--- src/rtl/wshb_mire.sv ---
// Wishbone master that paints a test pattern into the framebuffer, one 32-bit
// word per pixel in raster order, releasing the bus after every BURST acks.
module wshb_mire #(
    parameter int unsigned HDISP = 800,
    parameter int unsigned VDISP = 480,
    parameter int unsigned BURST = 64
) (
    input  logic        sys_clk,
    input  logic        sys_rst,
    input  logic        enable,
    input  logic [1:0]  pattern,
    output logic        wshb_cyc,
    output logic        wshb_stb,
    output logic        wshb_we,
    output logic [31:0] wshb_adr,
    output logic [31:0] wshb_dat_ms,
    output logic [3:0]  wshb_sel,
    output logic [2:0]  wshb_cti,
    output logic [1:0]  wshb_bte,
    input  logic        wshb_ack,
    output logic        frame_done
);

    localparam int unsigned XW = (HDISP > 1) ? $clog2(HDISP) : 1;
    localparam int unsigned VW = (VDISP > 1) ? $clog2(VDISP) : 1;
    localparam int unsigned BW = (BURST > 1) ? $clog2(BURST) : 1;

    typedef enum logic [1:0] {
        IDLE  = 2'd0,
        WRITE = 2'd1,
        PAUSE = 2'd2
    } state_t;

    state_t          state_q, state_d;
    logic [XW-1:0]   x_q, x_d;
    logic [VW-1:0]   y_q, y_d;
    logic [BW-1:0]   burst_cnt_q, burst_cnt_d;
    logic [1:0]      pattern_q, pattern_d;
    logic            cyc_q, cyc_d;
    logic            stb_q, stb_d;
    logic [31:0]     adr_q, adr_d;
    logic [31:0]     dat_q, dat_d;
    logic            frame_done_q, frame_done_d;

    logic            last_x_c;
    logic            last_y_c;
    logic            last_burst_c;

    // RGB colour of pixel (px, py) for a given pattern
    function automatic logic [23:0] pixel(input logic [31:0] px,
                                          input logic [31:0] py,
                                          input logic [1:0]  pat);
        logic [23:0] rgb;
        logic [7:0]  lvl;
        logic [2:0]  bar;
        rgb = 24'h000000;
        lvl = 8'(px & 32'h0000_00FF);
        bar = 3'((px * 32'd8) / 32'(HDISP));
        case (pat)
            2'd0: rgb = (((px & 32'hF) == 32'd0) || ((py & 32'hF) == 32'd0))
                        ? 24'hFFFFFF : 24'h000000;
            2'd1: rgb = {lvl, lvl, lvl};
            2'd2: begin
                case (bar)
                    3'd0:    rgb = 24'hFFFFFF;
                    3'd1:    rgb = 24'hFFFF00;
                    3'd2:    rgb = 24'h00FFFF;
                    3'd3:    rgb = 24'h00FF00;
                    3'd4:    rgb = 24'hFF00FF;
                    3'd5:    rgb = 24'hFF0000;
                    3'd6:    rgb = 24'h0000FF;
                    default: rgb = 24'h000000;
                endcase
            end
            default: rgb = 24'h0000FF;
        endcase
        return rgb;
    endfunction

    assign last_x_c     = (x_q == XW'(HDISP - 1));
    assign last_y_c     = (y_q == VW'(VDISP - 1));
    assign last_burst_c = (burst_cnt_q == BW'(BURST - 1));

    // Next-state, counter and bus-output computation
    always_comb begin
        state_d      = state_q;
        x_d          = x_q;
        y_d          = y_q;
        burst_cnt_d  = burst_cnt_q;
        pattern_d    = pattern_q;
        cyc_d        = 1'b0;
        frame_done_d = 1'b0;
        adr_d        = adr_q;
        dat_d        = dat_q;

        case (state_q)
            IDLE: begin
                if (enable) begin
                    state_d   = WRITE;
                    x_d       = '0;
                    y_d       = '0;
                    pattern_d = pattern;
                    cyc_d     = 1'b1;
                end
            end
            WRITE: begin
                cyc_d = 1'b1;
                if (wshb_ack) begin
                    if (last_x_c) begin
                        x_d = '0;
                        if (last_y_c) begin
                            y_d          = '0;
                            frame_done_d = 1'b1;
                            pattern_d    = pattern;
                        end else begin
                            y_d = y_q + VW'(1);
                        end
                    end else begin
                        x_d = x_q + XW'(1);
                    end
                    burst_cnt_d = last_burst_c ? '0 : burst_cnt_q + BW'(1);
                    // Stopping wins over the burst pause
                    if (!enable) begin
                        state_d     = IDLE;
                        burst_cnt_d = '0;
                        cyc_d       = 1'b0;
                    end else if (last_burst_c) begin
                        state_d = PAUSE;
                        cyc_d   = 1'b0;
                    end
                end
            end
            PAUSE: begin
                if (enable) begin
                    state_d = WRITE;
                    cyc_d   = 1'b1;
                end else begin
                    state_d = IDLE;
                end
            end
            default: state_d = IDLE;
        endcase

        stb_d = cyc_d;
        // Address and data only change when the next cycle carries a request
        if (cyc_d) begin
            adr_d = (32'(y_d) * 32'(HDISP) + 32'(x_d)) * 32'd4;
            dat_d = {8'h00, pixel(32'(x_d), 32'(y_d), pattern_d)};
        end
    end

    always_ff @(posedge sys_clk or posedge sys_rst) begin
        if (sys_rst) begin
            state_q      <= IDLE;
            x_q          <= '0;
            y_q          <= '0;
            burst_cnt_q  <= '0;
            pattern_q    <= '0;
            cyc_q        <= 1'b0;
            stb_q        <= 1'b0;
            adr_q        <= '0;
            dat_q        <= '0;
            frame_done_q <= 1'b0;
        end else begin
            state_q      <= state_d;
            x_q          <= x_d;
            y_q          <= y_d;
            burst_cnt_q  <= burst_cnt_d;
            pattern_q    <= pattern_d;
            cyc_q        <= cyc_d;
            stb_q        <= stb_d;
            adr_q        <= adr_d;
            dat_q        <= dat_d;
            frame_done_q <= frame_done_d;
        end
    end

    assign wshb_cyc    = cyc_q;
    assign wshb_stb    = stb_q;
    assign wshb_we     = 1'b1;
    assign wshb_adr    = adr_q;
    assign wshb_dat_ms = dat_q;
    assign wshb_sel    = 4'hF;
    assign wshb_cti    = 3'b000;
    assign wshb_bte    = 2'b00;
    assign frame_done  = frame_done_q;

endmodule

--- config.mk ---
export PLATFORM = sky130hd
export DESIGN_NAME = wshb_mire
export DESIGN_NICKNAME = d
export VERILOG_FILES = /design/src/rtl/wshb_mire.sv
export SDC_FILE = /design/constraint.sdc
export NUM_CORES = 1
export LEC_CHECK = 0
export BUFFER_PORTS_ARGS = -buffer_cell sky130_fd_sc_hd__buf_2
export CAP_MARGIN = 20
export CORE_UTILIZATION = 58
export DETAILED_ROUTE_END_ITERATION = 12
export GPL_ROUTABILITY_DRIVEN = 0
export GPL_TIMING_DRIVEN = 0
export PLACE_DENSITY = 0.8
export SLEW_MARGIN = 20
export SYNTH_ARGS = -nofsm -noshare
export SYNTH_HDL_FRONTEND = slang
export SYNTH_SLANG_ARGS = --single-unit
--- constraint.sdc ---
create_clock -name sys_clk -period 7.25 [get_ports sys_clk]
set_clock_uncertainty 0.15 [all_clocks]
set_input_delay 0.3625 -clock sys_clk [delete_from_list [all_inputs] [get_ports sys_clk]]
set_output_delay 0.3625 -clock sys_clk [all_outputs]
set_load 0.01 [all_outputs]
# --- Word-level counts from Yosys, hierarchy flattened ---
# Index checks and enable logic that the tools add are counted.
classes:
  n_eq_ne: 16
  addsub: 4
  n_mul: 1
  div: 1
  reduce_logical: 9
  mux: 34
ops:
  columns: ["operator", "count"]
  rows:
  - ["24-bit case mux with 7 select lines", 1]
  - ["24-bit case mux with 3 select lines", 1]
  - ["32-bit logical NOT", 2]
  - ["9-bit two-way mux", 4]
  - ["13-bit by 10-bit divider with 32-bit output (second input constant)", 1]
  - ["10-bit two-way mux", 3]
  - ["24-bit two-way mux", 1]
  - ["19-bit by 10-bit adder with 20-bit output", 1]
  - ["10-bit case mux with 2 select lines", 1]
  - ["9-bit case mux with 2 select lines", 1]
  - ["2-bit two-way mux", 8]
  - ["9-bit by 5-bit multiplier with 14-bit output (second input constant)", 1]
  - ["6-bit two-way mux", 2]
  - ["10-bit by 1-bit adder with 10-bit output (second input constant)", 1]
  - ["10-bit == test (second input constant)", 1]
  - ["9-bit by 1-bit adder with 9-bit output (second input constant)", 1]
  - ["3-bit == test (second input constant)", 3]
  - ["9-bit == test (second input constant)", 1]
  - ["1-bit two-way mux", 9]
  - ["6-bit by 1-bit adder with 6-bit output (second input constant)", 1]
  - ["3-bit by 2-bit == test with 1-bit output (second input constant)", 2]
  - ["6-bit == test (second input constant)", 1]
  - ["2-bit case mux with 3 select lines", 1]
  - ["2-bit by 1-bit == test with 1-bit output (second input constant)", 2]
  - ["other kinds (12)", 15]
word_totals:
  word_cells: 74
  regBits: 85
  output_inout_bits: 77

# --- Logic depth before layout (Yosys ltp) ---
# Gate-level depths: netlist of run 1.
depth:
  depth_word: 9
  ltp_mapped: 24
  ltp_nobuf: 24

# --- Least setup slack after synthesis of run 1 ---
# Ideal clock, no wire load.
synth_timing:
  path_type: "reg2reg"
  start: "register y_q[0]"
  end: "register adr_q[21], in the netlist wshb_adr[21]"
  setup_time_ps: 110
  path_buffers: 0
  slack_ps: 2171
  t_arrival_ps: 4818
  path_stages_with_launch: 23
  synth_period_minus_slack_ps: 5079
  path_cell_list: "dfrtp_1 -> ha_1 -> nand4_1 -> or4_1 -> nand2b_1 -> nand2_1 -> a21oi_1 -> o21ai_0 -> o21ai_0 -> ha_1 -> ha_1 -> fa_1 -> ha_1 -> nor2b_1 -> o21ai_0 -> a21boi_0 -> o21a_1 -> nor2_1 -> xnor2_1 -> and2_1 -> and2_1 -> nand2_1 -> o41ai_1"
synth_between:
  elab_chain_cells: 7
  word_cells_on_any_way: 9
  cone_classes: "add/sub (2); mul (1); eq/ne (1); mux (5)"
synth_lines:
  columns: ["item", "line_no", "rtl"]
  rows:
  - ["start, declared", "36", "logic [VW-1:0] y_q, y_d;"]
  - ["start signal, assigned", "167", "y_q <= y_d;"]
  - ["9-bit by 1-bit adder with 9-bit output or 9-bit == test (tied branches)", "116, 81", null]
  - ["9-bit two-way mux (*)", "111", "if (last_y_c) begin"]
  - ["9-bit two-way mux (*)", "109", "if (last_x_c) begin"]
  - ["9-bit two-way mux (*)", "108", "if (wshb_ack) begin"]
  - ["9-bit case mux with 2 select lines (*)", "96", "case (state_q)"]
  - ["via y_d[2]", "36", null]
  - ["9-bit by 5-bit multiplier with 14-bit output (*)", "147", "adr_d = (32'(y_d) * 32'(HDISP) + 32'(x_d)) * 32'd4;"]
  - ["19-bit by 10-bit adder with 20-bit output (*)", "147", null]
  - ["end signal, assigned", "172", "adr_q <= adr_d;"]
  - ["end, declared", "41", "logic [31:0] adr_q, adr_d;"]
# The timed path passes the listed nets; every way through them passes the cells marked *.
# A chain may end at the register's enable or synchronous reset.

# --- Worst setup path in the final report of run 1 ---
layout_timing:
  start: "register state_q[0]"
  end: "register adr_q[20], in the netlist wshb_adr[20]"
layout_between:
  elab_chain_cells: 4
  word_cells_on_any_way: 9
  cone_classes: "add/sub (1); mul (1); eq/ne (2); mux (3); reduce/logical (2)"
layout_lines:
  columns: ["item", "line_no", "rtl"]
  rows:
  - ["start, declared", "34", "state_t state_q, state_d;"]
  - ["start signal, assigned", "165", "state_q <= state_d;"]
  - ["2-bit by 1-bit == test with 1-bit output or 2-bit logical NOT (tied branches)", "96", null]
  - ["9-bit case mux with 2 select lines (*)", "96", null]
  - ["via y_d[2]", "36", null]
  - ["9-bit by 5-bit multiplier with 14-bit output (*)", "147", null]
  - ["19-bit by 10-bit adder with 20-bit output (*)", "147", null]
# Marked as above.

==> impl_metrics.env, run 1 <==
export IMPL_ctsLongestPathBuffers=2
export IMPL_maxCapViolCount=0
export IMPL_drive_above_1_share=0.199
export IMPL_yosys_warnings=0
export IMPL_synth_cell_types=77
export IMPL_initial_core_util=0.597
export IMPL_postCtsHoldBufs=1
export IMPL_arrival_ps=6110
export IMPL_p_seq_frac=0.433
export IMPL_cts_tree="built"
export IMPL_ys_seq_area_frac=0.342
export IMPL_fin_crit_sh=0.833
export IMPL_cts_repair_resized=0
export IMPL_post_drt_wl_per_cell_um=15.1
export IMPL_holdPathStages=3
export IMPL_finalSetupTns_ps=0
export IMPL_layout_commonest_cell="nand2_1"
export IMPL_antenna_found_initial=0
export IMPL_r2r_cells=20
export IMPL_drt_iter0_drc=280
export IMPL_power_density_nw_per_um2=213
export IMPL_min_path_type="in -> reg"
export IMPL_status="finished, final reports clean"
export IMPL_whs_endpoint="burst_cnt_q[1]$_DFFE_PP0P_"
export IMPL_max_slew_margin=0.331
export IMPL_syn_to_final_growth_pct=12.9
export IMPL_reg2reg_from="state_q[0]$_DFFE_PP0P_"
export IMPL_setup_viol=0
export IMPL_synth_ff_type="dfrtp_1"
export IMPL_dp_cells=821
export IMPL_drc_errors=0
export IMPL_p_clk_frac=0.239
export IMPL_worstSetupEndpointType="flip-flop"
export IMPL_synth_edf_count=0
export IMPL_grt_pass1_vias=4576
export IMPL_numCtsBuffers=9
export IMPL_crit_fanout=10
export IMPL_rows=35
export IMPL_crit_required_ps=7320
export IMPL_period_minus_slack_ps=6040
export IMPL_die_area_um2=9860
export IMPL_reg2reg_slack_ps=1210
export IMPL_viasPerCell=5.72
export IMPL_drt_wl_total_mm=12.7
export IMPL_rsz0062_at_grt="no"
export IMPL_worst_setup_path_start_kind="flip-flop"
export IMPL_io_pins=83
export IMPL_syn_area_um2=5490
export IMPL_drt_pass1_iter_count=5
export IMPL_post_cts_setup_buffer_count=0
export IMPL_slew_violations=0
export IMPL_async_flop_share=1.00
export IMPL_port_buffers=50
export IMPL_avgSynthCellArea_um2=8.70
export IMPL_ant_nets=0
export IMPL_cts_max_level=3
export IMPL_root_buffer="clkbuf_8"
export IMPL_hold_start="enable"
export IMPL_grt_overflow_total=0
export IMPL_p_leak_nw=3.10
export IMPL_fmax_mhz=166
export IMPL_final_core_util=0.674
export IMPL_grt_max_degree=40
export IMPL_comb_power_share=0.328
export IMPL_tightest_slew_ps=991
export IMPL_layout_nets=775
export IMPL_p_sw_mw=0.512
export IMPL_path_class="reg -> reg"
export IMPL_fin_hold_ws_ps=238
export IMPL_clock_sinks=75
export IMPL_path_clk_slew_ps=90
export IMPL_grt_total_usage=0.274
export IMPL_multi_input_area_um2=3160
export IMPL_clkLatencyLatePin_ps=360
export IMPL_ys_seq_elements=75
export IMPL_fin_cells=838
export IMPL_ir_drop_uv=199
export IMPL_layout_common_cells="nand2_1 (78), dfrtp_1 (75), nor2_1 (71)"
export IMPL_syn_inst=631
export IMPL_hpwl_mm=9.53
export IMPL_hold_violations=0
export IMPL_die_h_um=99.3
export IMPL_core_um2=9200
export IMPL_rr_endpoint="wshb_adr[20]$_DFFE_PP0P_"
export IMPL_regArea_um2=1880
export IMPL_p_int_mw=0.809
export IMPL_vias=4793
export IMPL_swShare=0.387
export IMPL_diodes=0
export IMPL_dieWidth_um=99.3
export IMPL_grt_pass1_wl_mm=21.5
export IMPL_fillers=751
-- power groups by stage --
stage	logic, mW	registers, mW	clock network, mW
3_3_place_gp	0.418	0.574	0
3_5_place_dp	0.431	0.577	0
6_report	0.433	0.572	0.315
2_1_floorplan	0.253	0.602	0
4_1_cts	0.432	0.570	0.319
5_1_grt	0.481	0.582	0.337
-- kinds of logic after synthesis --
family,count (synthesis),synth area share
AO/OA/AOI/OAI,153,0.202
AND/OR/NAND/NOR,222,0.190
other,2,0.00137
flip-flops,75,0.342
XOR/XNOR,24,0.0383
multiplexers,5,0.00957
buffers and inverters,102,0.101
adder cells (fa/ha/maj),48,0.116
-- registers in the layout (all words and copies together) (netlist names) --
| signal | flops |
|---|---|
| wshb_dat_ms | 24 |
| wshb_adr | 20 |
| x_q | 10 |
| y_q | 9 |
| burst_cnt_q | 6 |
| pattern_q | 2 |
| state_q | 2 |
| frame_done | 1 |
| wshb_stb | 1 |
-- through the flow --
stage / total power, mW / area, um^2 / worst slack (ps)
floorplan: 0.855 / 5590 / 2170
global placement: 0.992 / 5980 / 1570
detailed placement: 1.01 / 6010 / 1410
CTS: 1.32 / 6200 / 1290
global route: 1.40 / 6200 / 798
finish: 1.32 / 6200 / 1210
-- area by class of cell --
class | count | share of cell area
Multi-Input combinational cell | 482 | 0.510
Sequential cell | 75 | 0.303
Buffer | 52 | 0.0589
Timing Repair Buffer | 52 | 0.0452
Inverter | 50 | 0.0307
Tap cell | 111 | 0.0224
Clock buffer | 9 | 0.0200
Clock inverter | 7 | 0.00969
-- worst max path at each step --
stage	endpoint	start	depth (start not counted)	slack, ps
floorplan	wshb_adr[21]$_DFFE_PP0P_	y_q[0]$_DFF_PP0_	22	2170
global placement	wshb_adr[20]$_DFFE_PP0P_	state_q[0]$_DFFE_PP0P_	20	1570
detailed placement	wshb_adr[20]$_DFFE_PP0P_	state_q[0]$_DFFE_PP0P_	20	1410
CTS	wshb_adr[20]$_DFFE_PP0P_	state_q[0]$_DFFE_PP0P_	20	1290
global route	wshb_adr[21]$_DFFE_PP0P_	state_q[0]$_DFFE_PP0P_	20	800
finish	wshb_adr[20]$_DFFE_PP0P_	state_q[0]$_DFFE_PP0P_	20	1210
-- Yosys cell counts (6+ instances only) --
library cell | instances | area, um^2
nor2b_1 | 6 | 37.5
o21ai_0 | 48 | 240
clkbuf_1 | 12 | 45.0
xnor2_1 | 14 | 123
nor3_1 | 9 | 45.0
a21o_2 | 9 | 78.8
nand2b_1 | 7 | 43.8
ha_1 | 42 | 526
a221oi_1 | 6 | 52.6
a21oi_1 | 33 | 165
and2_1 | 6 | 37.5
xor2_1 | 10 | 87.6
a21o_1 | 6 | 45.0
dfrtp_1 | 75 | 1880
nand4_1 | 8 | 50.1
nand2_1 | 78 | 293
nand3_1 | 12 | 60.1
inv_1 | 49 | 184
nor2_1 | 71 | 267
buf_4 | 31 | 233
-- worst max-delay path: stages (launching register included) --
cell      delay, ps
dfrtp_1         450
nor2b_1         390
clkbuf_1        400
nand2_1         260
nor2_1          260
nand2_1          90
o21ai_0         560
ha_1            360
ha_1            320
fa_1            480
ha_1            350
a21oi_1         230
o21ai_0         120
a21oi_1         250
o21bai_1        110
a21oi_1         240
o21bai_1         90
a21oi_1         200
xor2_1          340
xnor2_1         170
o21ai_0          90
-- routing by layer --
metal  GRT usage  vias to the layer above  share of wire
met5           0                        -              0
met4       0.111                        0          0.023
met3      0.0387                       23          0.060
met2       0.450                      187           0.47
met1       0.367                     2289           0.45
li1            -                     2294              -
No activity file was read; power rests on OpenSTA's default activity.
==> run 2: changes to the inputs <==
--- a/config.mk
+++ b/config.mk
@@ -5,13 +5,14 @@
 export SDC_FILE = /design/constraint.sdc
 export NUM_CORES = 1
 export LEC_CHECK = 0
+export ABC_AREA = 1
 export BUFFER_PORTS_ARGS = -buffer_cell sky130_fd_sc_hd__buf_2
 export CAP_MARGIN = 20
-export CORE_UTILIZATION = 58
+export CORE_UTILIZATION = 53
 export DETAILED_ROUTE_END_ITERATION = 12
 export GPL_ROUTABILITY_DRIVEN = 0
 export GPL_TIMING_DRIVEN = 0
-export PLACE_DENSITY = 0.8
+export PLACE_DENSITY = 0.77
 export SLEW_MARGIN = 20
 export SYNTH_ARGS = -nofsm -noshare
 export SYNTH_HDL_FRONTEND = slang
==> constraint.sdc (replaced) <==
create_clock -name sys_clk -period 5.18 [get_ports sys_clk]
set_clock_uncertainty 0.15 [all_clocks]
set_input_delay 0.259 -clock sys_clk [delete_from_list [all_inputs] [get_ports sys_clk]]
set_output_delay 0.259 -clock sys_clk [all_outputs]
set_load 0.01 [all_outputs]
==> impl_metrics.env, run 2 <==
export IMPL_status="finished, final reports clean"
export IMPL_worst_setup_path_start_kind="flip-flop"
export IMPL_fillers=810
export IMPL_avgSynthCellArea_um2=8.06
export IMPL_r2r_cells=26
export IMPL_cp_common_cell="a21oi_2"
export IMPL_synth_ff_type="dfrtp_1"
export IMPL_fin_crit_sh=0.978
export IMPL_root_buffer="clkbuf_8"
export IMPL_grt_pass1_wl_mm=21.0
export IMPL_fin_cells=926
export IMPL_vias=4881
export IMPL_post_drt_wl_per_cell_um=14.2
export IMPL_layout_common_cells="nand2_1 (113), inv_1 (83), dfrtp_1 (74)"
export IMPL_antenna_found_initial=0
export IMPL_path_clk_slew_ps=80
export IMPL_drive_above_1_share=0.275
export IMPL_dp_cells=893
export IMPL_drc_errors=0
export IMPL_async_flop_share=1.00
export IMPL_ys_top_cells_by_count="nand2_1 (114), inv_1 (86), dfrtp_1 (75)"
export IMPL_syn_to_final_growth_pct=18.8
export IMPL_place_area_um2=6040
export IMPL_initial_core_util=0.552
export IMPL_min_path_type="in -> reg"
export IMPL_multi_input_area_um2=3150
export IMPL_ir_drop_uv=340
export IMPL_regArea_um2=1880
export IMPL_hold_violations=0
export IMPL_setup_viol=0
export IMPL_clock_sinks=75
export IMPL_slew_violations=0
export IMPL_period_minus_slack_ps=5070
export IMPL_viasPerCell=5.27
export IMPL_layout_commonest_cell="nand2_1"
export IMPL_synth_edf_count=0
export IMPL_reg2reg_slack_ps=110
export IMPL_tightest_slew_ps=722
export IMPL_whs_endpoint="pattern_q[0]$_DFF_PP0_"
export IMPL_synth_cell_types=50
export IMPL_port_buffers=52
export IMPL_reg2reg_from="x_q[1]$_DFF_PP0_"
export IMPL_synth_largest_area_cell="dfrtp_1"
export IMPL_synth_top_area_share=0.343
export IMPL_largest_reg_flops=24
export IMPL_hold_start="pattern[0]"
export IMPL_syn_inst=679
export IMPL_holdPathStages=2
export IMPL_drt_wl_total_mm=13.1
export IMPL_crit_fanout=5
export IMPL_max_slew_margin=0.514
export IMPL_layout_nets=841
export IMPL_grt_max_degree=61
export IMPL_die_area_um2=10700
export IMPL_drt_iter0_drc=303
export IMPL_io_pins=83
export IMPL_p_leak_nw=3.52
export IMPL_drt_pass1_iter_count=5
export IMPL_worstSetupEndpointType="flip-flop"
export IMPL_clkLatencyLatePin_ps=360
export IMPL_die_h_um=104
export IMPL_ys_seq_area_frac=0.343
export IMPL_fmax_mhz=197
export IMPL_synthTopCellsByArea="dfrtp_1 (34%), ha_1 (9.6%), nand2_1 (7.8%)"
export IMPL_arrival_ps=5150
export IMPL_critPathMaxStageDelay_ps=560
export IMPL_hpwl_mm=9.52
export IMPL_core_um2=9910
export IMPL_diodes=0
export IMPL_ctsLongestPathBuffers=2
export IMPL_ys_seq_elements=75
export IMPL_rr_endpoint="wshb_adr[20]$_DFFE_PP0P_"
export IMPL_cp_slowest_cell="fa_1"
export IMPL_cts_tree="built"
export IMPL_synth_most_common_cell="nand2_1"
export IMPL_final_area_um2=6500
export IMPL_grt_pass1_vias=4642
export IMPL_grt_total_usage=0.240
export IMPL_rows=36
export IMPL_maxCapViolCount=0
export IMPL_cts_max_level=3
export IMPL_crit_required_ps=5260
export IMPL_path_class="reg -> reg"
export IMPL_numCtsBuffers=9
export IMPL_yosys_warnings=0
export IMPL_power_density_nw_per_um2=331
export IMPL_syn_area_um2=5470
export IMPL_grt_overflow_total=0
export IMPL_ant_nets=0
export IMPL_dieWidth_um=104
## run 2: layer usage
metal | share of wire | GRT usage
met1 | 0.43 | 0.313
met2 | 0.49 | 0.403
met3 | 0.061 | 0.0453
met4 | 0.019 | 0.0766
met5 | 0 | 0
## run 2: critical path: cells and delay by family (launching register included)
kind / cells / cell delay [ps]
XOR/XNOR: 2 / 310
adder cells (fa/ha/maj): 5 / 1390
buffers and inverters: 2 / 140
AND/OR/NAND/NOR: 8 / 1270
flip-flops: 1 / 400
AO/OA/AOI/OAI: 9 / 1280
## run 2: power breakdown
part,total [mW],internal [mW],switching [mW],leakage [nW]
Sequential,0.801,0.722,0.0798,0.984
Combinational,0.865,0.321,0.543,2.44
Clock,0.484,0.231,0.253,0.102
Total,2.15,1.27,0.876,3.52
## run 2: final cells by class
type | instances | area share
multi-input cells | 487 | 0.484
flip-flops and latches | 75 | 0.289
repair buffers | 70 | 0.0643
inverters | 101 | 0.0587
plain buffers | 44 | 0.0468
well taps | 133 | 0.0256
clock buffers | 9 | 0.0190
clock inverters | 7 | 0.0129
## run 2: how the worst max path moves through the flow
stage / startpoint / endpoint / slack (ps)
2_1_floorplan: x_q[0]$_DFF_PP0_ / wshb_adr[20]$_DFFE_PP0P_ / 540
3_3_place_gp: x_q[0]$_DFF_PP0_ / wshb_adr[20]$_DFFE_PP0P_ / -6
3_5_place_dp: x_q[0]$_DFF_PP0_ / wshb_adr[20]$_DFFE_PP0P_ / -140
4_1_cts: x_q[0]$_DFF_PP0_ / wshb_adr[20]$_DFFE_PP0P_ / 10
5_1_grt: x_q[1]$_DFF_PP0_ / wshb_adr[20]$_DFFE_PP0P_ / -210
6_report: x_q[1]$_DFF_PP0_ / wshb_adr[20]$_DFFE_PP0P_ / 110
## run 2: per-stage QoR
stage | utilization | setup WS [ps] | TNS (ps) | hold WS (ps) | power [mW]
final | 0.656 | 112 | 0 | 23.0 | 2.15
after floorplan | - | 540 | 0 | 213 | 1.38
after CTS | 0.637 | 11.8 | 0 | 15.0 | 2.12
after global placement | 0.606 | -6.43 | -6.43 | 308 | 1.61
after global routing | 0.656 | -214 | -588 | 19.0 | 2.27
after detailed placement | 0.609 | -140 | -211 | 51.2 | 1.64
## run 2: kinds of logic (layout without fill, tap and decap cells)
group,after synthesis,after routing,synth area share
and+or+nand+nor,264,264,0.233
buffers and inverters,145,231,0.125
AOI/OAI and AO/OA,122,122,0.144
DFF,75,75,0.343
adders and majority gates,47,47,0.114
xor gates and xnor gates,23,23,0.0368
other,2,30,0.00137
muxes,1,1,0.00274
## run 2: what timing repair did
item / 4_1_cts / 5_1_grt
buffers inserted: 2 / 14
hold buffers: 1 / 0
endpoints found under the setup margin: 4 / 5
resized for setup: 10 / 22
pin swaps: 2 / 13
hold endpoints to repair: 75 / 0
